$ cat src/rtl/clkgate_ctrl.sv
// rtl/clkgate_ctrl.sv - idle-detect clock_en controller for the interleaver clock gate
// Optional gated-cycle statistics counter enabled by defining CLKGATE_STATS_EN.
module clkgate_ctrl #(
    parameter int IDLE_CYCLES = 16,
    parameter int WAKE_CYCLES = 2,
    parameter int CNT_W       = 16
) (
    input  logic             clk_in,
    input  logic             rst,
    input  logic             req_valid,
    output logic             req_ready,
    input  logic             busy,
    output logic             clock_en,
    output logic             gated
`ifdef CLKGATE_STATS_EN
    ,
    input  logic             clr_stats,
    output logic [CNT_W-1:0] gated_cycles
`endif
);

    localparam int IW = $clog2(IDLE_CYCLES + 1);
    localparam int WW = $clog2(WAKE_CYCLES + 1);
    localparam logic [IW-1:0] IDLE_MAX = IW'(IDLE_CYCLES - 1);
    localparam logic [WW-1:0] WAKE_MAX = WW'(WAKE_CYCLES - 1);

    if (IDLE_CYCLES < 1 || WAKE_CYCLES < 1 || CNT_W < 1) begin : g_bad_params
        $error("clkgate_ctrl: IDLE_CYCLES, WAKE_CYCLES and CNT_W must be >= 1");
    end

    typedef enum logic [1:0] {
        ST_RUN   = 2'd0,
        ST_DRAIN = 2'd1,
        ST_GATED = 2'd2,
        ST_WAKE  = 2'd3
    } state_t;

    state_t          state;
    logic [IW-1:0]   idle_cnt;
    logic [WW-1:0]   wake_cnt;
    logic            idle;

    assign idle = !busy && !req_valid;

    // Outputs are loaded alongside the state so they never toggle while clk_in is low.
    always_ff @(posedge clk_in) begin
        if (rst) begin
            state     <= ST_WAKE;
            wake_cnt  <= '0;
            idle_cnt  <= '0;
            clock_en  <= 1'b1;
            req_ready <= 1'b0;
            gated     <= 1'b0;
        end else begin
            case (state)
                ST_RUN: begin
                    if (idle) begin
                        if (idle_cnt == IDLE_MAX) begin
                            state     <= ST_DRAIN;
                            idle_cnt  <= '0;
                            req_ready <= 1'b0;
                        end else begin
                            idle_cnt <= idle_cnt + 1'b1;
                        end
                    end else begin
                        idle_cnt <= '0;
                    end
                end
                ST_DRAIN: begin
                    if (req_valid || busy) begin
                        state     <= ST_RUN;
                        req_ready <= 1'b1;
                    end else begin
                        state    <= ST_GATED;
                        clock_en <= 1'b0;
                        gated    <= 1'b1;
                    end
                end
                ST_GATED: begin
                    // busy comes from the frozen domain, so only a request can wake us.
                    if (req_valid) begin
                        state    <= ST_WAKE;
                        wake_cnt <= '0;
                        clock_en <= 1'b1;
                        gated    <= 1'b0;
                    end
                end
                ST_WAKE: begin
                    if (wake_cnt == WAKE_MAX) begin
                        state     <= ST_RUN;
                        idle_cnt  <= '0;
                        req_ready <= 1'b1;
                    end else begin
                        wake_cnt <= wake_cnt + 1'b1;
                    end
                end
                default: begin
                    state     <= ST_WAKE;
                    wake_cnt  <= '0;
                    clock_en  <= 1'b1;
                    req_ready <= 1'b0;
                    gated     <= 1'b0;
                end
            endcase
        end
    end

`ifdef CLKGATE_STATS_EN
    always_ff @(posedge clk_in) begin
        if (rst || clr_stats) begin
            gated_cycles <= '0;
        end else if (state == ST_GATED && !(&gated_cycles)) begin
            gated_cycles <= gated_cycles + 1'b1;
        end
    end
`endif

endmodule

$ cat config.mk
export PLATFORM = sky130hd
export DESIGN_NAME = clkgate_ctrl
export DESIGN_NICKNAME = d
export VERILOG_FILES = /design/src/rtl/clkgate_ctrl.sv
export SDC_FILE = /design/constraint.sdc
export NUM_CORES = 1
export LEC_CHECK = 0
export ABC_CLOCK_PERIOD_IN_PS = 1300
export CORE_UTILIZATION = 32
export DETAILED_ROUTE_END_ITERATION = 10
export PLACE_DENSITY = 0.51
export REMOVE_ABC_BUFFERS = 1
export SYNTH_ARGS = -nofsm -noshare
export SYNTH_HDL_FRONTEND = slang
export SYNTH_SLANG_ARGS = --single-unit
$ cat constraint.sdc
create_clock -name clk_in -period 1.3 [get_ports clk_in]
set_input_delay 0.26 -clock clk_in [delete_from_list [all_inputs] [get_ports clk_in]]
set_output_delay 0.26 -clock clk_in [all_outputs]
set_load 0.01 [all_outputs]
Yosys cells after proc, flatten, opt, wreduce, memory -nomap -nowiden
Cells that the tools add are included.
W data, S select, Z words.
{ "word_totals": {"elab_cells": 58, "ramBits": 0, "memories": 0, "regBits": 12, "latch_bits": 0, "romBits": 0, "inputBits": 4} }
{ "op_classes": {"mux": 24, "n_reduce_logical": 14, "n_shift": 0, "add_sub_neg": 2, "multipliers": 0, "bitwise_logic": 0, "n_lt_le_gt_ge": 0, "eq_ne": 12, "div": 0} }
{ "op_table": {"columns": ["op", "n"], "rows": [
  ["$mux W5", 3],
  ["$mux W2", 7],
  ["$ne A2 B2 Y1 const B", 7],
  ["$pmux W5 S2", 1],
  ["$mux W1", 8],
  ["$pmux W2 S4", 1],
  ["$reduce_and A3 Y1", 2],
  ["$reduce_bool A2 Y1", 3],
  ["$add A5 B1 Y5 const B", 1],
  ["$eq A5 B4 Y1 const B", 1],
  ["$reduce_and A5 Y1", 1],
  ["$eq A2 B1 Y1 const B", 2],
  ["$eq A2 B2 Y1 const B", 2],
  ["$pmux W1 S2", 2],
  ["$pmux W2 S2", 1],
  ["$reduce_and A4 Y1", 1],
  ["$pmux W1 S3", 1],
  ["$reduce_bool A3 Y1", 1],
  ["$add A2 B1 Y2 const B", 1],
  ["$logic_not A1 Y1", 2],
  ["$logic_not A2 Y1", 1],
  ["$reduce_and A2 Y1", 1],
  ["$logic_and A1 B1 Y1", 1],
  ["$logic_or A1 B1 Y1", 1]
]} }

Longest topological paths before layout
{ "logic_depth": {"depth_word": 4, "depth_mapped": 5} }

Worst setup path after synthesis
No wires, ideal clock.
{ "synth_path": {"path_kind": "register to register", "from": "register idle_cnt[0]", "to": "register state[0]", "n_path_buf": 0, "t_arrival_ps": 1037, "slack_ps": 143, "t_required_ps": 1180, "stages_incl_launch_ff": 5, "setup_time_ps": 120, "path_cell_list": "dfxtp_1 ha_1 nand4b_1 o21ai_0 a211o_1"} }
{ "synth_between": {"elab_chain_len": 3} }
{ "synth_lines": {"columns": ["item", "line_no", "rtl"], "rows": [
  ["from (decl)", "39", "logic [IW-1:0] idle_cnt;"],
  ["from (signal assigned)", "63", "idle_cnt <= idle_cnt + 1'b1;"],
  ["$eq A5 B4 Y1", "58", "if (idle_cnt == IDLE_MAX) begin"],
  ["$ne A2 B2 Y1 (no source line)", null, null],
  ["$reduce_and A4 Y1 (no source line)", null, null],
  ["to (signal assigned)", "59", "state <= ST_DRAIN;"],
  ["to (signal assigned)", "71", "state <= ST_RUN;"],
  ["to (signal assigned)", "74", "state <= ST_GATED;"],
  ["to (decl)", "38", "state_t state;"]
]} }
No other way between the ends.
A chain may end at the register's enable or synchronous reset.

Worst setup path in the final report
{ "layout_path": {"from": "register state[0]", "to": "register clock_en"} }
{ "layout_between": {"elab_chain_len": 3, "word_cells_on_any_way": 7, "classes_between": "eq/ne (4); mux (1); reduce/logical (2)"} }
{ "layout_lines": {"columns": ["item", "line_no", "rtl"], "rows": [
  ["from (signal assigned)", "48", "state <= ST_WAKE;"],
  ["from (signal assigned)", "59", null],
  ["from (signal assigned)", "71", null],
  ["$eq A2 B1 Y1 or $eq A2 B2 Y1 (tied branches)", "55", "case (state)"],
  ["$ne A2 B2 Y1 (no source line) or $reduce_bool A2 Y1 (tied branches)", null, null],
  ["$reduce_and A3 Y1 (no source line)", null, null],
  ["to (signal assigned)", "51", "clock_en <= 1'b1;"],
  ["to (signal assigned)", "75", "clock_en <= 1'b0;"],
  ["to (signal assigned)", "84", "clock_en <= 1'b1;"],
  ["to (decl)", "13", "output logic clock_en,"]
]} }
Parallel ways exist; a longest one is shown, timed or not.

==> flow_metrics.tcl <==
set metrics [dict create \
    status "completed" \
    fin_worst_skew_ps 2.93 \
    path_cells "or3b_2, a21oi_1, o21bai_1" \
    highest_layer "met4" \
    max_clock_freq_mhz 795 \
    yosys-top-cells-count "12 x dfxtp_1, 9 x a21oi_1, 6 x o21ai_0" \
    vias 576 \
    maxSlewViolCount 0 \
    die_area_mm2 0.00212 \
    vias_per_cell 5.10 \
    max_cap_viol_count 0 \
    p_switching_w 0.000487 \
    dpl_worst_slack_ps -314 \
    multi_input_area_um2 364 \
    slowest_stage "or3b_2" \
    p_per_area_mw_per_mm2 1680 \
    htree_levels 1 \
    synth_seq_cells 12 \
    cts_hold_buf 0 \
    power_frac_seq_pct 38.8 \
    whs_ps 466 \
    regArea_um2 243 \
    first_pass_iters 4 \
    clock_sinks 12 \
    dpl_cell_area_um2 767 \
    yosysWarnings 0 \
    rr_endpoint "clock_en" \
    route.layer.met1.wl_um 674 \
    cp-start-kind "flip-flop" \
    clockBufferDepth 2 \
    synth_edf_count 0 \
    ioPinCount 7 \
    clock_latency_ps 280 \
    die_w_um 46.1 \
    core_mm2 0.00178 \
    drt_iter0_markers 9 \
    ant_nets 0 \
    setup_slack_ps 41.8 \
    drive_gt1_share_pct 22.7 \
    p_sw_share_pct 35.8 \
    clkTransAtPathRegs_ps 80 \
    final_cells 113 \
    hpwlAfterDp_um 1030 \
    arrival_ps 1430 \
    syn_inst 72 \
    reg2reg_slack_ps 40 \
    dpl.cell_count 109 \
    crit_required_ps 1470 \
    intPower_w 0.000875 \
    grt_max_degree 11 \
    min_to "idle_cnt[4]" \
    rows 15 \
    overflow 0 \
    cts_tree "yes" \
    max_stage_delay_ps 470 \
    fin_tns_setup_ps 0 \
    fin_crit_ps 1260 \
    rsz0062_at_grt "no" \
    synth.distinct_cells 28 \
    remaining_drc_errors 0 \
    gp_congestion 0.738 \
    antenna_cells 0 \
    met2_wirelength_um 657 \
    area_growth_pct 30.4 \
    io_buffer_count 6 \
    worstSetupPathType "flip-flop to flip-flop" \
    avgSynthCellArea_um2 8.64 \
    p_leak_nw 0.325 \
    clkPwrFrac_pct 22.3 \
    grt_pass1_vias 539 \
    hp-start "idle_cnt[4]" \
    worstRegToRegCells 3 \
    die_h_um 46.1 \
    ir_drop_mv 0.829 \
    min_period_over_period_pct 96.8 \
    synth_top_area_share_pct 38.6 \
    synth.most_common_cell "dfxtp_1" \
    whs_path_depth 2 \
    netlist_area_um2 622 \
    hold_violations 0 \
    wl_met3_um 43 \
    initial_core_util_pct 34.9 \
    cts-buffers-inserted 3 \
    synth.largest_area_cell "dfxtp_1" \
    fillers 180 \
    grtUsageTotal_pct 15.6 \
    critical_path.max_fanout 5 \
    slew_headroom_pct 77.9 \
    power_frac_comb_pct 38.9 \
    wirelength_um 1400 \
    wl_per_cell_um 12.4 \
    ys.flop_type "dfxtp_1" \
    grt_pass1_wl_um 2280 \
    postLayoutCellArea_um2 811 \
    hold_class "flip-flop to flip-flop" \
    setup_viol 0 \
    final_nets 95 \
    synth_top_cells_by_area "dfxtp_1 39%, a21oi_1 7.2%, o21ai_0 4.8%" \
    antenna_found_initial 0 \
    ys_seq_area_share_pct 38.6 \
    end_kind "flip-flop" \
    reg2reg_from "state[0]" \
    cts_root_buf "clkbuf_4" \
    tightest_slew_ps 330 \
    synthArstFlopShare_pct 0 \
]
## what timing repair did
| item | 4_1_cts | 5_1_grt |
|---|---|---|
| setup buffers | 0 | 0 |
| resized for setup | 4 | 5 |
| setup endpoints to repair | 4 | 11 |
| pin swaps | 0 | 1 |
## worst max-delay path, delay by kind of cell (launching register included)
family	cells	cell delay, ps
and+or+nand+nor	1	470
AOI/OAI and AO/OA	2	230
DFF	1	450
## cells by family (layout without fill, tap and decap cells)
logic type / count (synthesis) / in the layout / share of synthesized area, %
simple gates: 26 / 26 / 26.8
fa+ha+maj: 2 / 2 / 4.02
buf+inv: 6 / 22 / 4.02
xor+xnor: 1 / 1 / 1.41
compound gates: 25 / 25 / 25.1
flops: 12 / 12 / 38.6
## state kept, by name, summed over array words and instances, names as in the netlist, named ones only
name	count
idle_cnt	5
req_ready	1
gated	1
state	1
clock_en	1
wake_cnt	2
## power by group through the flow
stage	Sequential (W)	Combinational [W]	Clock (W)
6_report	0.000529	0.000530	0.000303
5_1_grt	0.000541	0.000597	0.000336
4_1_cts	0.000526	0.000526	0.000316
3_5_place_dp	0.000537	0.000541	0
3_3_place_gp	0.000534	0.000538	0
2_1_floorplan	0.000564	0.000290	0
## metal layers
layer | GRT usage [%] | up-vias
met5 | 0 | -
met4 | 8.82 | 0
met3 | 5.88 | 2
li1 | - | 299
met2 | 23.9 | 8
met1 | 18.4 | 267
## worst max-delay path by stage
stage	startpoint	endpoint	slack [ps]	cells after the start
floorplan	state[0]	clock_en	10	3
global placement	busy	clock_en	-280	4
detailed placement	busy	clock_en	-310	4
CTS	req_valid	clock_en	2	4
global route	flip-flop	idle_cnt[3]	4	3
finish	state[0]	clock_en	40	3
## placed cells by master, fill, tap and decap left out, types with 3 or more instances in the layout
cell type | synthesis | layout
inv_1 | 3 | 3
a21oi_1 | 9 | 9
dfxtp_1 | 12 | 10
buf_4 | 0 | 9
dlygate4sd2_1 | 0 | 4
clkbuf_4 | 0 | 3
nand3_1 | 4 | 4
nand2_1 | 5 | 5
nand2b_1 | 4 | 4
o21ai_0 | 6 | 6
## final cells by class
class                           count  area share (%)
Multi-Input combinational cell     54            44.9
Clock buffer                        4            4.48
Inverter                            3            1.39
Timing Repair Buffer               15            15.4
Tap cell                           25            3.86
Sequential cell                    12            29.9
## stage by stage
| stage | power [W] | util, % |
|---|---|---|
| 6_report | 0.00136 | 45.5 |
| 2_1_floorplan | 0.000854 | - |
| 3_5_place_dp | 0.00108 | 43.0 |
| 5_1_grt | 0.00147 | 45.5 |
| 3_3_place_gp | 0.00107 | 43.0 |
| 4_1_cts | 0.00137 | 44.8 |
Note: power is estimated with default switching activity, not from simulation.
==> variant 1, RTL diff (same settings) <==
The option `CLKGATE_STATS_EN` is turned on by a define.
--- a/src/rtl/clkgate_ctrl.sv
+++ b/src/rtl/clkgate_ctrl.sv
@@ -2,2 +2,4 @@
 // Optional gated-cycle statistics counter enabled by defining CLKGATE_STATS_EN.
+`define CLKGATE_STATS_EN
+
 module clkgate_ctrl #(
Interface: changed (added clr_stats and gated_cycles); port bits go from 7 to 24. The function was not compared with the original's and may differ.
==> variant 1 against the original RTL <==
  * The flow now finishes with violations (negative setup slack)
  * Synthesized area rose by 130%
  * Sequential cell count rose by 16
  * Non-clock buffer count rose by 76
  * Power rose by 99%
  * Hold slack improved by 0.015 ns
  * Synthesized cell count rose by 120%
  * Cell count rose to 2.7 times the old value
  * Worst setup slack got worse by 0.30 ns
  * Cell area rose to 3.1 times the old value
  * Routed wire length rose to 2.9 times the old value
  * Global-route usage rose by 3.3 points
  * Largest cell class unchanged
  * Largest power group unchanged
==> variant 1: results (changes against the original RTL) <==
Worst setup path
The arrival time of the worst setup path was 1.77 ns (was 1.43 ns). The maximum fanout encountered on the critical timing path is 4 (was 5). The timing startpoint of the critical path is gated_cycles[0]$_SDFFE_PP0P_ (was state[0]$_SDFFE_PP1P_).

Place
The minimum setup slack after placement is -0.435 ns (was -0.314 ns). The final HPWL from detailed placement is 2.81 mm (was 1.03 mm). The number of buffer cells added on primary ports is 23 (was 6).

The final RePlAce weighted congestion was 0.855 (was 0.738). The placed instance count is 280 (was 109).

Timing
The total negative setup slack is -2.38 ns (was 0 ns). The setup skew after layout is 0.00480 ns (was 0.00293 ns). The tightest slew margin relative to the limit is 81.1% (was 77.9%). The final count of negative-setup-slack endpoints is 18 (was 0). The post-route worst setup slack is -0.259 ns (was 0.0418 ns).

Detailed routing
The iteration count of the initial detailed-routing pass is 4 (unchanged). The initial DRC count was 49 (was 9). The mean routed wirelength per cell came to 13.5 um (was 12.4 um).

The via density per instance is 5.22 (was 5.10).

Cells and area
The final net count is 259 (was 95). The proportion of layout cells with a drive suffix above 1 is 57.6% (was 22.7%). Top Registers: gated_cycles: 16 flops, idle_cnt: 5 flops, wake_cnt: 2 flops (was idle_cnt: 5 flops, wake_cnt: 2 flops). The fill cell instance count of the final layout was 356 (was 180). The number of non-filler instances in the completed layout came to 300 (was 113).

Synthesis
The post-synthesis sequential area ratio is 39.5% (was 38.6%). Synth area leaders: sky130_fd_sc_hd__dfxtp_1 (39%), sky130_fd_sc_hd__a21oi_1 (6.3%), sky130_fd_sc_hd__o21ai_0 (4.2%) (was sky130_fd_sc_hd__dfxtp_1 (39%), sky130_fd_sc_hd__a21oi_1 (7.2%), sky130_fd_sc_hd__o21ai_0 (4.8%)). The predominant post-synthesis flop cell is sky130_fd_sc_hd__dfxtp_1 (unchanged). The number of instances in the synthesized netlist is 160 (was 72). The count of cell types in the netlist is 44 (was 28). List of most frequent post-synthesis cells: sky130_fd_sc_hd__dfxtp_1 (28), sky130_fd_sc_hd__a21oi_1 (18), sky130_fd_sc_hd__o21ai_0 (12) (was sky130_fd_sc_hd__dfxtp_1 (12), sky130_fd_sc_hd__a21oi_1 (9), sky130_fd_sc_hd__o21ai_0 (6)).

Clock network
The clock root buffer is sky130_fd_sc_hd__clkbuf_8 (was sky130_fd_sc_hd__clkbuf_4). The clock transition at the registers of the reported paths came to 0.10 ns (was 0.08 ns). The worst-case clock buffer depth is 2 (unchanged). The clock latency on the worst-skew pair is 0.27 ns.

Outcome
Result of the run: finished, violations left (was complete, no violations). The final reports fail on negative setup slack.

Global route
The wire length of the first global-routing pass came to 6.59 mm (was 2.28 mm). The combined global-route utilization of all metal layers is 18.8% (was 15.6%). The number of global-route vias before repair was 1,508 (was 539).

The largest net degree at the start of global routing is 16 (was 11).

Power
The worst IR drop on VDD is 1.01 mV (was 0.829 mV). The leakage component of the power came to 0.979 nW (was 0.325 nW).

Hold path
The beginning of the worst hold path is gated_cycles[7]$_SDFFE_PP0P_ (was idle_cnt[4]$_SDFFE_PP0P_).
## variant 1: path summary, 6_finish.rpt
path	endpoint	slack, ns	depth (start not counted)
worst min register to register	gated_cycles[7]$_SDFFE_PP0P_	0.48	1
worst max register to register	gated_cycles[10]$_SDFFE_PP0P_	-0.26	6
worst min-delay path	gated_cycles[7]$_SDFFE_PP0P_	0.48	1
worst max-delay path	gated_cycles[10]$_SDFFE_PP0P_	-0.26	6
## variant 1: cell type report
class | instances | area [um^2] | area share [%]
Clock buffer | 4 | 55.1 | 2.21
Inverter | 4 | 15.0 | 0.602
Multi-Input combinational cell | 123 | 1040 | 41.6
Sequential cell | 28 | 593 | 23.8
Tap cell | 50 | 62.6 | 2.51
Timing Repair Buffer | 91 | 733 | 29.4
## variant 1: what timing repair did
item	in CTS	in global routing
buffers inserted	6	10
resized for setup	85	38
pin swaps	12	11
setup endpoints to repair	43	35
hold buffers	0	0
## variant 1: kinds of logic (layout without fill, tap and decap cells)
logic type / count (synthesis) / in the layout / share of synthesized area (%)
AND/OR/NAND/NOR: 65 / 65 / 29.4
AO/OA/AOI/OAI: 52 / 52 / 24.1
flip-flops: 28 / 28 / 39.5
buffers and inverters: 9 / 99 / 2.47
adder cells (fa/ha/maj): 3 / 3 / 2.64
XOR/XNOR: 2 / 2 / 1.23
multiplexers: 1 / 1 / 0.705
## variant 1: per-stage QoR
stage | util, % | cell area (um^2)
CTS | 56.4 | 2320
global placement | 50.6 | 2080
finish | 60.7 | 2500
floorplan | - | 1400
detailed placement | 50.6 | 2080
global route | 60.7 | 2500
## variant 1: critical path, stage by stage, from the launching register on
cell	delay, ns
sky130_fd_sc_hd__dfxtp_2	0.37
sky130_fd_sc_hd__ha_4	0.16
sky130_fd_sc_hd__and4_4	0.23
sky130_fd_sc_hd__o2111ai_4	0.12
sky130_fd_sc_hd__buf_6	0.15
sky130_fd_sc_hd__or3_4	0.33
sky130_fd_sc_hd__a21oi_2	0.15
## variant 1: routing by layer
layer | up-vias | wire [um] | track usage [%]
met3 | 2 | 107 | 4.28
met1 | 762 | 1800 | 21.9
met5 | - | 0 | 0
met4 | 0 | 17 | 4.43
li1 | 783 | - | -
met2 | 20 | 2140 | 34.6
## variant 1: power breakdown
part,internal [mW],leakage [nW],switching [mW]
combinational,0.597,0.714,0.549
sequential,0.944,0.236,0.0657
clock,0.271,0.0288,0.278
total,1.81,0.979,0.893
==> variant 2, RTL diff (same flow settings) <==
Without the edit above. The 4 states of `state_t` get a one-hot encoding in 4 bits.
--- a/src/rtl/clkgate_ctrl.sv
+++ b/src/rtl/clkgate_ctrl.sv
@@ -30,7 +30,7 @@
 
-    typedef enum logic [1:0] {
-        ST_RUN   = 2'd0,
-        ST_DRAIN = 2'd1,
-        ST_GATED = 2'd2,
-        ST_WAKE  = 2'd3
+    typedef enum logic [3:0] {
+        ST_RUN   = 4'b0001,
+        ST_DRAIN = 4'b0010,
+        ST_GATED = 4'b0100,
+        ST_WAKE  = 4'b1000
     } state_t;
Check against the original RTL: no difference found for any inputs over 10 cycles, from zero or initial values and one cycle with rst high; not proved beyond that.
==> variant 2 against the original RTL <==
  * The run now ends with negative setup slack left
  * Sequential cell count rose by 2
  * Sequential power rose by 4.9%
  * Largest power group unchanged
  * Worst setup slack got worse by 0.30 ns
  * Sequential share of layout area fell by 6.8 points
  * Cell count rose by 36%
  * Global-route usage rose by 1.9 points
  * Power rose by 31%
  * Utilization rose by 12 points
  * Synthesized area rose by 24%
  * Routed wire length rose by 54%
  * Cell area rose by 59%
  * Critical path type unchanged
==> variant 2: results (changes against the original RTL) <==
Synthesis
The number of instances in the synthesized netlist is 92 (was 72). List of most frequent post-synthesis cells: sky130_fd_sc_hd__dfxtp_1 (14), sky130_fd_sc_hd__a21oi_1 (10), sky130_fd_sc_hd__nor2_1 (9) (was sky130_fd_sc_hd__dfxtp_1 (12), sky130_fd_sc_hd__a21oi_1 (9), sky130_fd_sc_hd__o21ai_0 (6)). Synth area leaders: sky130_fd_sc_hd__dfxtp_1 (36%), sky130_fd_sc_hd__a21oi_1 (6.5%), sky130_fd_sc_hd__nor2_1 (4.4%) (was sky130_fd_sc_hd__dfxtp_1 (39%), sky130_fd_sc_hd__a21oi_1 (7.2%), sky130_fd_sc_hd__o21ai_0 (4.8%)). The post-synthesis sequential area ratio came to 36.4% (was 38.6%).

Worst setup path
The maximum fanout encountered on the critical timing path was 4 (was 5). The maximum cell stage delay along the critical path was 0.53 ns (was 0.47 ns).

Global route
The wire length of the first global-routing pass was 3.27 mm (was 2.28 mm). The number of global-route vias before repair is 730 (was 539). The largest net degree at the start of global routing is 9 (was 11).

Timing
The total negative setup slack was -1.91 ns (was 0 ns). The final count of negative-setup-slack endpoints is 13 (was 0). The setup skew after layout is 0.00571 ns (was 0.00293 ns).

The tightest slew margin relative to the limit is 76.6% (was 77.9%). The post-route worst setup slack came to -0.262 ns (was 0.0418 ns).

Outcome
Result of the run: finished, violations left (was complete, no violations). The checks that failed: negative setup slack.

Clock network
The clock latency on the worst-skew pair is 0.30 ns (was 0.28 ns).

Place
The final HPWL from detailed placement is 1.40 mm (was 1.03 mm). The minimum setup slack after placement is -0.530 ns (was -0.314 ns). The final RePlAce weighted congestion came to 0.760 (was 0.738). The instance area at placement is 1030 um^2 (was 767 um^2).

Detailed routing
The initial DRC count is 16 (was 9). The total length of routed wires is 2.15 mm (was 1.40 mm). The total number of vias is 809 (was 576).

Cells and area
Top Registers: idle_cnt: 5 flops, state: 4 flops, wake_cnt: 2 flops (was idle_cnt: 5 flops, wake_cnt: 2 flops). The synthesis-to-layout area growth was 68.0% (was 30.4%). The final net count was 133 (was 95). The proportion of layout cells with a drive suffix above 1 was 51.6% (was 22.7%). The fill cell instance count of the final layout was 203 (was 180).

Power
The leakage component of the power is 0.517 nW (was 0.325 nW). The worst IR drop on VDD is 0.736 mV (was 0.829 mV).

Hold path
The class of the worst hold path is in -> reg (was reg -> reg).
-- variant 2: worst paths after layout --
check                                            from                  endpoint  slack [ns]  cells past startpoint
worst max-delay path            state[1]$_SDFFE_PP0P_  wake_cnt[1]$_SDFFE_PP0P_       -0.26                      3
worst min-delay path                        req_valid     state[2]$_SDFFE_PP0P_        0.41                      5
worst max register to register  state[1]$_SDFFE_PP0P_  wake_cnt[1]$_SDFFE_PP0P_       -0.26                      3
worst min register to register  clock_en$_SDFFE_PP1P_     clock_en$_SDFFE_PP1P_        0.48                      1
-- variant 2: routing by layer --
metal  global-route usage, %  routed length (um)
met2                    27.9                1100
met1                    23.2                 960
met5                       0                   0
met3                    2.68                  61
met4                    6.94                  23
-- variant 2: logic make-up after synthesis --
family	after synthesis	synth area share, %
simple gates	38	30.4
compound gates	26	20.8
flops	14	36.4
buf+inv	10	6.67
fa+ha+maj	2	3.25
xor+xnor	1	1.14
mux	1	1.30
-- variant 2: timing repair --
| item | in CTS | in global routing |
|---|---|---|
| gates resized for setup | 22 | 35 |
| pin swaps | 6 | 13 |
| endpoints found under the setup margin | 17 | 14 |
| buffers inserted | 2 | 0 |
-- variant 2: area by class of cell --
type	count	area share, %
inverter	5	1.45
timing repair buffer	35	23.4
multi-input combinational	68	46.5
tap	28	2.71
clock buffer	4	2.81
sequential	14	23.1
-- variant 2: critical path: cells and delay by family, from the launching register on --
family | cells | cell delay [ns]
AND/OR/NAND/NOR | 2 | 1.00
flip-flops | 1 | 0.37
AO/OA/AOI/OAI | 1 | 0.12
-- variant 2: power groups by stage --
stage          registers, mW  logic, mW  clock network, mW
5_1_grt                0.569      0.964              0.355
4_1_cts                0.537      0.749              0.343
6_report               0.555      0.886              0.342
3_3_place_gp           0.544      0.654                  0
3_5_place_dp           0.544      0.647                  0
2_1_floorplan          0.557      0.333                  0
